<file path="src/rtl/mkt_pkg.sv">
`default_nettype none
// ============================================================================
//  Module   : mkt_pkg
//  Purpose  : Shared types and default widths for the market-data trigger
//             path (trigger FSM states, order side, order record).
//  Revision : 1.0 - initial release
// ============================================================================
package mkt_pkg;

    // Default price width in integer ticks, matching the parser's price_data
    localparam int c_PRICE_W = 32;
    // Default order sequence number width
    localparam int c_SEQ_W   = 16;

    // Trigger FSM states
    typedef enum logic [1:0] {
        IDLE     = 2'd0,
        ARMED    = 2'd1,
        HOLD     = 2'd2,
        COOLDOWN = 2'd3
    } trig_state_t;

    // Order side as carried on m_order_side
    typedef enum logic {
        BUY  = 1'b0,
        SELL = 1'b1
    } side_t;

    // Order record at the default widths
    typedef struct packed {
        side_t                side;
        logic [c_PRICE_W-1:0] price;
        logic [c_SEQ_W-1:0]   seq;
    } order_t;

endpackage : mkt_pkg
`default_nettype wire

</file>
<file path="src/rtl/trig_cooldown.sv">
`default_nettype none
// ============================================================================
//  Module   : trig_cooldown
//  Purpose  : Loadable down-counter for the post-order quiet period. A load
//             sets the count to COOLDOWN_CYCLES-1; done is high at zero.
//             With COOLDOWN_CYCLES = 0 there is no counter and done is
//             permanently high.
//  Revision : 1.0 - initial release
// ============================================================================
module trig_cooldown #(
    parameter int COOLDOWN_CYCLES = 125
) (
    input  logic clk,
    input  logic rst,
    input  logic load,
    output logic done
);

    generate
        if (COOLDOWN_CYCLES == 0) begin : g_no_cooldown
            // No quiet period: the counter and its controls are not needed
            logic w_unused;
            assign w_unused = ^{clk, rst, load};
            assign done     = 1'b1;
        end else begin : g_cooldown
            localparam int c_CNT_W = (COOLDOWN_CYCLES > 1) ? $clog2(COOLDOWN_CYCLES) : 1;
            localparam logic [c_CNT_W-1:0] c_LOAD = c_CNT_W'(COOLDOWN_CYCLES - 1);
            localparam logic [c_CNT_W-1:0] c_ONE  = c_CNT_W'(1);

            logic [c_CNT_W-1:0] r_count;

            // Load on order acceptance, then count down to zero and stay there
            always_ff @(posedge clk or posedge rst) begin
                if (rst) begin
                    r_count <= '0;
                end else if (load) begin
                    r_count <= c_LOAD;
                end else if (r_count != '0) begin
                    r_count <= r_count - c_ONE;
                end
            end

            assign done = (r_count == '0);
        end
    endgenerate

endmodule : trig_cooldown
`default_nettype wire

</file>
<file path="src/rtl/price_trigger.sv">
`default_nettype none
// ============================================================================
//  Module   : price_trigger
//  Purpose  : Compares each parser price update against buy/sell thresholds
//             and issues at most one order per crossing on a valid/ready
//             handshake, with hysteresis re-arm and a post-order cooldown.
//             Optional statistics counters under PRICE_TRIGGER_STATS_EN.
//  Revision : 1.0 - initial release
// ============================================================================
module price_trigger
    import mkt_pkg::*;
#(
    parameter int PRICE_W         = c_PRICE_W,
    parameter int SEQ_W           = c_SEQ_W,
    parameter int HYST_TICKS      = 10,
    parameter int COOLDOWN_CYCLES = 125
) (
    input  logic               clk,
    input  logic               rst,
    input  logic               enable,
    input  logic [PRICE_W-1:0] buy_threshold,
    input  logic [PRICE_W-1:0] sell_threshold,
    input  logic [PRICE_W-1:0] price_data,
    input  logic               price_valid,
    output logic               m_order_valid,
    input  logic               m_order_ready,
    output logic               m_order_side,
    output logic [PRICE_W-1:0] m_order_price,
    output logic [SEQ_W-1:0]   m_order_seq,
    output logic               busy
`ifdef PRICE_TRIGGER_STATS_EN
    ,
    output logic [31:0]        order_count,
    output logic [31:0]        drop_count
`endif
);

    localparam logic [PRICE_W:0] c_HYST        = (PRICE_W + 1)'(HYST_TICKS);
    localparam logic [SEQ_W-1:0] c_SEQ_ONE     = SEQ_W'(1);
    localparam bit               c_NO_COOLDOWN = (COOLDOWN_CYCLES == 0);

    trig_state_t        r_state;
    logic               r_buy_armed;
    logic               r_sell_armed;
    logic               r_valid;
    side_t              r_side;
    logic [PRICE_W-1:0] r_price;
    logic [SEQ_W-1:0]   r_seq;
    logic               r_busy;

    logic               w_buy_hit;
    logic               w_sell_hit;
    logic               w_buy_rearm;
    logic               w_sell_rearm;
    logic               w_eval;
    logic               w_fire_buy;
    logic               w_fire_sell;
    logic               w_accept;
    logic               w_cd_done;

    // Widened by one bit so threshold +/- hysteresis never wraps
    assign w_buy_rearm  = {1'b0, price_data} > ({1'b0, buy_threshold} + c_HYST);
    assign w_sell_rearm = ({1'b0, price_data} + c_HYST) < {1'b0, sell_threshold};

    assign w_buy_hit    = r_buy_armed  && (price_data <= buy_threshold);
    assign w_sell_hit   = r_sell_armed && (price_data >= sell_threshold);

    // Prices are only evaluated for triggering while ARMED and still enabled
    assign w_eval       = price_valid && enable && (r_state == ARMED);
    assign w_fire_buy   = w_eval && w_buy_hit;
    assign w_fire_sell  = w_eval && w_sell_hit && !w_buy_hit;
    assign w_accept     = r_valid && m_order_ready;

    trig_cooldown #(
        .COOLDOWN_CYCLES (COOLDOWN_CYCLES)
    ) u_cooldown (
        .clk  (clk),
        .rst  (rst),
        .load (w_accept),
        .done (w_cd_done)
    );

    // Arm flags: any hit disarms its side (even when BUY wins over SELL),
    // and every price update in any state may re-arm past the hysteresis band
    always_ff @(posedge clk or posedge rst) begin
        if (rst) begin
            r_buy_armed  <= 1'b1;
            r_sell_armed <= 1'b1;
        end else if (price_valid) begin
            if (w_eval && w_buy_hit) begin
                r_buy_armed <= 1'b0;
            end else if (w_buy_rearm) begin
                r_buy_armed <= 1'b1;
            end
            if (w_eval && w_sell_hit) begin
                r_sell_armed <= 1'b0;
            end else if (w_sell_rearm) begin
                r_sell_armed <= 1'b1;
            end
        end
    end

    // Trigger FSM with registered order outputs, sequence number and busy
    always_ff @(posedge clk or posedge rst) begin
        if (rst) begin
            r_state <= IDLE;
            r_valid <= 1'b0;
            r_side  <= BUY;
            r_price <= '0;
            r_seq   <= '0;
            r_busy  <= 1'b0;
        end else begin
            case (r_state)
                IDLE: begin
                    if (enable) begin
                        r_state <= ARMED;
                    end
                end
                ARMED: begin
                    if (!enable) begin
                        r_state <= IDLE;
                    end else if (w_fire_buy || w_fire_sell) begin
                        r_state <= HOLD;
                        r_valid <= 1'b1;
                        r_side  <= w_fire_buy ? BUY : SELL;
                        r_price <= price_data;
                        r_busy  <= 1'b1;
                    end
                end
                HOLD: begin
                    // Enable is ignored here: a pending order is always delivered
                    if (w_accept) begin
                        r_valid <= 1'b0;
                        r_seq   <= r_seq + c_SEQ_ONE;
                        if (c_NO_COOLDOWN) begin
                            r_state <= enable ? ARMED : IDLE;
                            r_busy  <= 1'b0;
                        end else begin
                            r_state <= COOLDOWN;
                        end
                    end
                end
                COOLDOWN: begin
                    if (w_cd_done) begin
                        r_state <= enable ? ARMED : IDLE;
                        r_busy  <= 1'b0;
                    end
                end
                default: begin
                    r_state <= IDLE;
                    r_valid <= 1'b0;
                    r_busy  <= 1'b0;
                end
            endcase
        end
    end

    assign m_order_valid = r_valid;
    assign m_order_side  = r_side;
    assign m_order_price = r_price;
    assign m_order_seq   = r_seq;
    assign busy          = r_busy;

`ifdef PRICE_TRIGGER_STATS_EN
    logic        w_drop;
    logic [31:0] r_order_count;
    logic [31:0] r_drop_count;

    assign w_drop = price_valid &&
                    ((r_state == IDLE) || (r_state == HOLD) || (r_state == COOLDOWN));

    // Saturating counts of accepted orders and of updates that could not trigger
    always_ff @(posedge clk or posedge rst) begin
        if (rst) begin
            r_order_count <= '0;
            r_drop_count  <= '0;
        end else begin
            if (w_accept && (r_order_count != '1)) begin
                r_order_count <= r_order_count + 32'd1;
            end
            if (w_drop && (r_drop_count != '1)) begin
                r_drop_count <= r_drop_count + 32'd1;
            end
        end
    end

    assign order_count = r_order_count;
    assign drop_count  = r_drop_count;
`endif

endmodule : price_trigger
`default_nettype wire

</file>
<file path="config.mk">
export PLATFORM = sky130hd
export DESIGN_NAME = price_trigger
export DESIGN_NICKNAME = d
export VERILOG_FILES = /design/src/rtl/mkt_pkg.sv /design/src/rtl/trig_cooldown.sv /design/src/rtl/price_trigger.sv
export SDC_FILE = /design/constraint.sdc
export NUM_CORES = 1
export LEC_CHECK = 0
export BUFFER_PORTS_ARGS = -buffer_cell sky130_fd_sc_hd__buf_2
export CAP_MARGIN = 10
export CORE_UTILIZATION = 60
export DETAILED_ROUTE_END_ITERATION = 6
export PLACE_DENSITY = 0.85
export SYNTH_ARGS = -nofsm -noshare
export SYNTH_HDL_FRONTEND = slang
export SYNTH_SLANG_ARGS = --single-unit
</file>
<file path="constraint.sdc">
create_clock -name clk -period 5.3 [get_ports clk]
set_clock_uncertainty 0.1 [all_clocks]
set_input_delay 0.53 -clock clk [delete_from_list [all_inputs] [get_ports clk]]
set_output_delay 0.53 -clock clk [all_outputs]
set_load 0.1 [all_outputs]
</file>
* Word-level counts from Yosys, hierarchy flattened *
Cells that the tools add are included.

storage, ports and cells
  logic and storage cells = 71
  output and inout bits = 51
  input bits = 101
  bits in registers = 62

cells by class
  mux-type cells = 20
  eq/ne operators = 9
  order comparisons = 4
  add/subtract/negate cells = 4
  reductions and logical operators = 25

operators by type and width
  kind                     number
  $add A32 B4 Y33 const B  2
  $gt A32 B33 Y1           1
  $lt A33 B32 Y1           1
  $ge A32 B32 Y1           1
  $le A32 B32 Y1           1
  $add A16 B1 Y16 const B  1
  $mux W7                  2
  $reduce_and A4 Y1        3
  $mux W1                  10
  $mux W2                  5
  $reduce_bool A2 Y1       5
  $logic_and A1 B1 Y1      8
  $pmux W2 S4              1
  $logic_not A7 Y1         1
  $reduce_bool A7 Y1       1
  $sub A7 B1 Y7 const B    1
  $ne A2 B1 Y1 const B     3
  $reduce_and A2 Y1        3
  $eq A2 B2 Y1 const B     2
  $ne A2 B2 Y1 const B     2
  $pmux W1 S2              2
  $ne A3 B2 Y1 const B     1
  $reduce_and A3 Y1        1
  $eq A2 B1 Y1 const B     1
  3 further kinds          3

* Longest topological paths before layout *
Gate-level depths: netlist of the first run.

  depth after elaboration = 8
  mapped depth = 15
  gate-level depth less buffers = 15

* Modules after synthesis *
From an unflattened synthesis of the first run, not the netlist that was laid out.

second synthesis, totals
  cells, all modules = 730
  area total of the unflattened synthesis = 6628.9 um^2

modules (own cells, without submodules)
  module         cells an instance  area an instance (um^2)  seq. area each (um^2)  instances
  price_trigger  690                6216.0                   1378.8                 1
  trig_cooldown  40                 412.9                    175.2                  1

* Worst setup path after synthesis of the first run *
Ideal clock, no wire load.

  path type = input -> register
  from = input buy_threshold[9]
  to = register r_buy_armed
  path buffers = 0
  stages = 13
  library setup time = 0.079 ns
  data required time = 5.121 ns
  setup slack = 2.108 ns
  arrival time = 3.013 ns
  cells stage by stage = nand4_1 or2_1 nor3_1 nand2b_1 nor3_1 nand2_1 xnor2_1 ha_1 a21o_1 a21oi_1 o211ai_1 or3_1 a22o_1

on the way
  longest elaborated chain between the ends = 5
  elaborated cells between the ends (all ways) = 8
  those cells by class = 1 x add/sub; 2 x order compare; 1 x mux; 4 x reduce/logical

ends and longest elaborated chain
  item                                                                     RTL line             source
  start, declared                                                          price_trigger.sv:21  input logic [PRICE_W-1:0] buy_threshold,
  parallel branches: the longest is 5 deep, another holds $add A32 B4 Y33  --
  end signal, assigned                                                     price_trigger.sv:87  r_buy_armed <= 1'b1;
  end signal, assigned                                                     price_trigger.sv:91  r_buy_armed <= 1'b0;
  end signal, assigned                                                     price_trigger.sv:93  r_buy_armed <= 1'b1;
  end, declared                                                            price_trigger.sv:43  logic r_buy_armed;

Parallel ways; which one is timed is not known.
A chain may end at the register's enable or synchronous reset.

* Final worst setup path of the first run *
  from = input buy_threshold[8]
  to = register r_buy_armed

Same word-level chain as after synthesis.

==> flow_summary.json, run 1 <==
{
  "outcome": "finished, final reports clean",
  "register_area_share_after_synthesis_pct": 23.5,
  "route.vias.total": 6127,
  "die_width_um": 107,
  "share_of_cells_above_drive_strength_1_pct": 23.2,
  "slew_headroom_pct": 45.0,
  "tightest_slew_ps": 826,
  "cts_post_setup_buffers_inserted": 0,
  "postLayoutCoreUtil_pct": 73.2,
  "clkPwrFrac_pct": 12.5,
  "ios": 152,
  "cp.buffers_inverters": 1,
  "crit_fanout": 4,
  "ctsHoldBuffers": 0,
  "cts.sinks": 62,
  "layout_nets": 1112,
  "netlist_area_before_placement_um2": 6620,
  "global_route.usage.total_pct": 32.3,
  "antenna_found_initial": 0,
  "netlist-cell-type-count": 58,
  "drv_cap": 0,
  "syn_avg_cell_area_um2": 9.20,
  "rr_endpoint": "m_order_price[6]",
  "numCtsBuffers": 9,
  "synth.most_common_cell": "ha_1",
  "synth_async_sr_flop_share_pct": 100,
  "multi_input_area_um2": 4730,
  "detail-route-antenna-nets": 0,
  "count_of_routing_violations_after_the_opening_detailed_route_iteration": 313,
  "die-height_um": 107,
  "floorplan.initialDensity_pct": 63.0,
  "worst_path_cell_chain": "buf_2 -> nand4_1 -> or2_1 -> nor3_1 -> nand2b_1 -> nor2_1 -> and2_1 -> xnor2_1 -> ha_1 -> nand4_1 -> nor4_1 -> o21ai_0 -> o22ai_1 -> or3_1 -> a22o_1",
  "cell_internal_pwr_mw": 1.29,
  "ys_ff_latch": 62,
  "hold_path_class": "input port to flop",
  "setup_violations": 0,
  "timing.critical_path.to": "r_buy_armed",
  "cts.path.max_buffers": 2,
  "floorplan.die_area_um2": 11500,
  "worst_path_largest_cell_delay_ps": 560,
  "critical_path_depth": 15,
  "cts_repair_resize_count": 0,
  "fillCellCount": 781,
  "timing.critical_path.from": "buy_threshold[8]",
  "power_density_nw_per_um2": 400,
  "drc_errors": 0,
  "wire_length_of_the_first_global_routing_pass_um": 29000,
  "core_region_area_um2": 10500,
  "static-leakage-power_nw": 3.98,
  "synth_area_leader_cell": "ha_1",
  "worst_setup_path_end_kind": "flop",
  "fin_total_pwr_mw": 3.08,
  "drt-total-wl_um": 17800,
  "grt_start_max_net_pins": 63,
  "synth_top_area_share_pct": 24.7,
  "fin_worst_hold_slack_ps": 288,
  "ys.flop_type": "dfrtp_1",
  "power.switching_mw": 1.79,
  "placementRows": 37,
  "worstSetupPathType": "input port to flop",
  "post_synth_top_cells": "ha_1, inv_1, xnor2_1",
  "flow.area_growth_from_synthesis_pct": 16.2,
  "yosys-top-cells-area": "ha_1, dfrtp_1, xnor2_1",
  "rsz_0062_raised_after_global_routing": "false",
  "power_switching_share_pct": 58.1,
  "nets_in_the_synthesized_netlist": 952,
  "htree_levels": 3,
  "cp_top_family": "simple AND/OR/NAND/NOR gates",
  "synth_edf_count": 0,
  "clock_latency_at_the_later_pin_of_the_worst_skew_pair_ps": 370,
  "maxSlewViolCount": 0,
  "post_synth_inst_count": 720,
  "worst_path_required_time_ps": 5510,
  "routedWlPerCell_um": 17.4,
  "insertedDiodeCount": 0,
  "worst_ir_drop_vdd_mv": 0.583,
  "place_congestion": 0.998,
  "tritoncts_clock_tree": "done",
  "post_layout_minimum_cycle_time_ps": 3680,
  "cp.arrival_ps": 3890,
  "number_of_hold_violations_in_the_final_report": 0,
  "seq_area_um2": 1550,
  "comb_power_share_pct": 62.5,
  "port-buffer-count": 151,
  "post-dp-hpwl_um": 14400,
  "crit_top_cell": "nand4_1",
  "timing.final.crit_share_pct": 69.4,
  "gr-total-overflow": 0,
  "first_pass_iters": 5,
  "yosys_warnings": 0,
  "max_freq_ghz": 0.272,
  "final.setup.tns_ps": 0,
  "timing.reg2reg.setup_slack_ps": 1970,
  "seq_power_share_pct": 24.9,
  "root_buffer": "clkbuf_8",
  "worst_setup_path_start_kind": "input port",
  "clk_slew_on_worst_s_h_paths_ps": 70,
  "vias_per_cell": 6.00,
  "first_global_vias": 6294,
  "critical-path-slowest-cell": "nor4_1",
  "depth_of_the_worst_register_to_register_path": 8
}
-- power by group through the flow --
stage | clock network, mW | registers [mW] | logic [mW]
after CTS | 0.393 | 0.769 | 1.93
after global placement | 0 | 0.762 | 1.88
after detailed placement | 0 | 0.773 | 1.92
after global routing | 0.409 | 0.794 | 2.02
final | 0.386 | 0.768 | 1.93
after floorplan | 0 | 1.82 | 0.523
-- worst min path at each step --
stage | startpoint | endpoint | slack, ps | cells past startpoint
2_1_floorplan | u_cooldown.g_cooldown.r_count[5] | u_cooldown.g_cooldown.r_count[5] | 390 | 2
3_3_place_gp | m_order_price[22] | m_order_price[22] | 360 | 1
3_5_place_dp | m_order_seq[15] | m_order_seq[15] | 370 | 1
4_1_cts | m_order_ready | u_cooldown.g_cooldown.r_count[0] | 280 | 2
5_1_grt | m_order_ready | u_cooldown.g_cooldown.r_count[0] | 290 | 2
6_report | m_order_ready | u_cooldown.g_cooldown.r_count[0] | 290 | 2
-- metrics by stage --
| step | setup slack (ps) | instances | instance area [um^2] |
|---|---|---|---|
| CTS | 1740 | 1021 | 7700 |
| finish | 1620 | 1021 | 7700 |
| floorplan | 2110 | 720 | 6620 |
| global route | 1330 | 1021 | 7700 |
| detailed placement | 1330 | 1005 | 7520 |
| global placement | 1470 | 1005 | 7520 |
-- cell families (layout without fill, tap and decap cells) --
group	count (synthesis)	count (layout)	share of synthesized area (%)
AO/OA/AOI/OAI	126	126	12.9
XOR/XNOR	77	77	10.2
flip-flops	62	62	23.5
adder cells (fa/ha/maj)	131	131	24.7
multiplexers	33	33	7.08
buffers and inverters	83	248	5.16
AND/OR/NAND/NOR	208	208	16.4
-- metal layers --
layer | up-vias | track usage [%] | wire length [um]
li1 | 2939 | - | -
met1 | 2884 | 39.1 | 7510
met2 | 242 | 54.7 | 8520
met3 | 62 | 5.47 | 1100
met4 | 0 | 16.8 | 655
met5 | - | 0 | 0
-- state kept, by name, indices dropped and copies added, names as in the netlist, named ones only --
register                       flops
m_order_price                     32
m_order_seq                       16
u_cooldown.g_cooldown.r_count      7
busy                               1
m_order_side                       1
m_order_valid                      1
r_buy_armed                        1
r_sell_armed                       1
r_state                            1
-- placed cells by master, fill, tap and decap left out, types with 3 or more instances in the layout --
cell type,netlist,final
nand3_1,38,38
o21a_1,4,4
o21ai_0,10,10
xnor2_1,62,62
ha_1,131,131
a21oi_1,47,47
nor4_1,5,5
nor2b_1,5,5
clkinvlp_4,0,3
o21ai_1,3,3
buf_2,0,151
o211ai_1,7,7
nand2b_1,5,5
and2_1,3,3
mux2_1,6,6
mux2_4,26,26
inv_1,79,78
and3_1,9,9
xor2_1,15,15
clkbuf_8,0,9
nor2_1,25,25
nand4_1,35,35
a211oi_1,3,3
clkinv_4,0,3
and4_1,3,3
dfrtp_1,60,60
a21o_1,24,24
nor3_1,22,22
nand2_1,45,45
-- cell type report --
type | count | share of cell area (%)
multi-input cells | 575 | 61.4
inverters | 79 | 3.85
repair buffers | 153 | 10.0
well taps | 136 | 2.21
flip-flops and latches | 62 | 20.2
clock buffers | 10 | 1.66
clock inverters | 6 | 0.634
Note: power is estimated with default switching activity, not from simulation.
==> inputs of run 2 (changes only) <==
Settings changed: CORE_UTILIZATION 60 to 56, PLACE_DENSITY 0.85 to 0.8.
Clock period 5.3 ns to 3.9 ns, I/O delays scaled along.
==> run 2 against run 1 <==
Compared with the run above:
- flip-flop and latch count unchanged
- worst hold slack worse by 130 ps
- cell area up 2.4%
- utilization down 4.5 points
- sequential power up 35%
- critical path type unchanged
==> flow_summary.json, run 2 (synthesis gave the netlist of run 1 again) <==
{
  "clkPwrFrac_pct": 19.7,
  "timing.final.crit_share_pct": 80.0,
  "layout_nets": 1116,
  "insertedDiodeCount": 0,
  "ios": 152,
  "final.setup.tns_ps": 0,
  "gr-total-overflow": 0,
  "maxSlewViolCount": 0,
  "global_route.usage.total_pct": 28.0,
  "static-leakage-power_nw": 4.08,
  "floorplan.die_area_um2": 12300,
  "ctsHoldBuffers": 0,
  "cp.arrival_ps": 3290,
  "largest_reg_flops": 32,
  "worst_path_cell_chain": "buf_2 -> a21oi_1 -> or3_1 -> nor4_2 -> buf_4 -> xor2_1 -> ha_1 -> a21o_1 -> a21o_1 -> a21oi_1 -> o22ai_1 -> o31ai_1 -> a41oi_1 -> nor3_1",
  "cts_repair_resize_count": 0,
  "max_freq_ghz": 0.320,
  "slew_headroom_pct": 35.0,
  "clock_latency_at_the_later_pin_of_the_worst_skew_pair_ps": 350,
  "first_pass_iters": 6,
  "cp.buffers_inverters": 2,
  "htree_levels": 3,
  "port-buffer-count": 151,
  "number_of_hold_violations_in_the_final_report": 0,
  "route.vias.total": 5945,
  "cts.sinks": 62,
  "placementRows": 39,
  "power_switching_share_pct": 54.0,
  "fin_total_pwr_mw": 4.53,
  "worst_path_required_time_ps": 4070,
  "hold_path_class": "input port to flop",
  "drt-total-wl_um": 16800,
  "seq_power_share_pct": 23.0,
  "comb_power_share_pct": 57.2,
  "crit_fanout": 9,
  "share_of_cells_above_drive_strength_1_pct": 23.5,
  "cell_internal_pwr_mw": 2.08,
  "setup_violations": 0,
  "grt_start_max_net_pins": 45,
  "post_layout_minimum_cycle_time_ps": 3120,
  "cp_top_family": "compound AO/OA/AOI/OAI gates",
  "die_width_um": 111,
  "vias_per_cell": 5.76,
  "detail-route-antenna-nets": 0,
  "count_of_routing_violations_after_the_opening_detailed_route_iteration": 428,
  "post-dp-hpwl_um": 13300,
  "floorplan.initialDensity_pct": 57.8,
  "outcome": "finished, final reports clean",
  "cts.path.max_buffers": 2,
  "antenna_found_initial": 1,
  "drc_errors": 0,
  "wire_length_of_the_first_global_routing_pass_um": 27600,
  "power_density_nw_per_um2": 575,
  "cts_post_setup_buffers_inserted": 0,
  "power.switching_mw": 2.45,
  "core_region_area_um2": 11500,
  "critical-path-slowest-cell": "or3_1",
  "worst_setup_path_end_kind": "flop",
  "flow.area_growth_from_synthesis_pct": 19.0,
  "drv_cap": 0,
  "worst_ir_drop_vdd_mv": 0.538,
  "routedWlPerCell_um": 16.3,
  "root_buffer": "clkbuf_16",
  "rsz_0062_raised_after_global_routing": "false",
  "first_global_vias": 5786,
  "worstSetupPathType": "input port to flop",
  "tightest_slew_ps": 973,
  "worst_setup_path_start_kind": "input port",
  "numCtsBuffers": 9,
  "tritoncts_clock_tree": "done",
  "place_congestion": 0.909,
  "die-height_um": 111,
  "worst_path_largest_cell_delay_ps": 500,
  "final_common_cell": "buf_2",
  "clk_slew_on_worst_s_h_paths_ps": 60,
  "mostFrequentLayoutCells": "buf_2, ha_1, inv_1, xnor2_1, dfrtp_1"
}
==> run 2: cell count changes in the layout (fill, tap and decap cells not counted), sizes merged <==
| cell | previous run | this run |
|---|---|---|
| clkinvlp | 3 | 0 |
| inv | 79 | 80 |
| buf | 153 | 157 |
| bufinv | 0 | 2 |
==> run 2: path summary, 6_finish.rpt <==
| path | from | endpoint | slack [ps] | depth (start not counted) |
|---|---|---|---|---|
| setup / recovery | price_data[3] | r_sell_armed | 780 | 14 |
| max in group asynchronous | rst | m_order_price[29] | 2720 | 3 |
| hold / removal | m_order_ready | u_cooldown.g_cooldown.r_count[0] | 160 | 2 |
| setup reg to reg | flop | m_order_price[29] | 1240 | 8 |
| hold reg to reg | m_order_seq[15] | m_order_seq[15] | 370 | 1 |
| min in group asynchronous | rst | m_order_price[4] | 170 | 2 |
==> run 2: layer usage <==
layer,track usage (%),routed length [um]
met1,37.1,7730
met3,4.59,1000
met5,0,0
met4,9.69,324
met2,46.3,7730
==> run 2: power by group through the flow <==
stage          Clock, mW  Combinational [mW]  Sequential (mW)
4_1_cts            0.909                2.60             1.05
2_1_floorplan          0               0.711             2.47
5_1_grt            0.939                2.72             1.08
3_3_place_gp           0                2.57             1.05
6_report           0.895                2.59             1.04
3_5_place_dp           0                2.59             1.05
==> run 2: per-stage QoR <==
step	hold WS [ps]	std cells	setup WS, ps	utilization (%)	area, um^2
final	162	1032	779	68.7	7880
after CTS	157	1032	810	68.7	7880
after global placement	359	1016	507	65.9	7560
after detailed placement	360	1016	450	65.9	7560
after global routing	186	1032	516	68.7	7880
after floorplan	377	720	848	-	6620
==> run 2: layout make-up <==
cell class / instances / area, um^2
clock buffers: 10 / 229
clock inverters: 6 / 95.1
fillers: 985 / 3580
inverters: 79 / 297
multi-input cells: 575 / 4730
flip-flops and latches: 62 / 1550
well taps: 143 / 179
repair buffers: 157 / 801
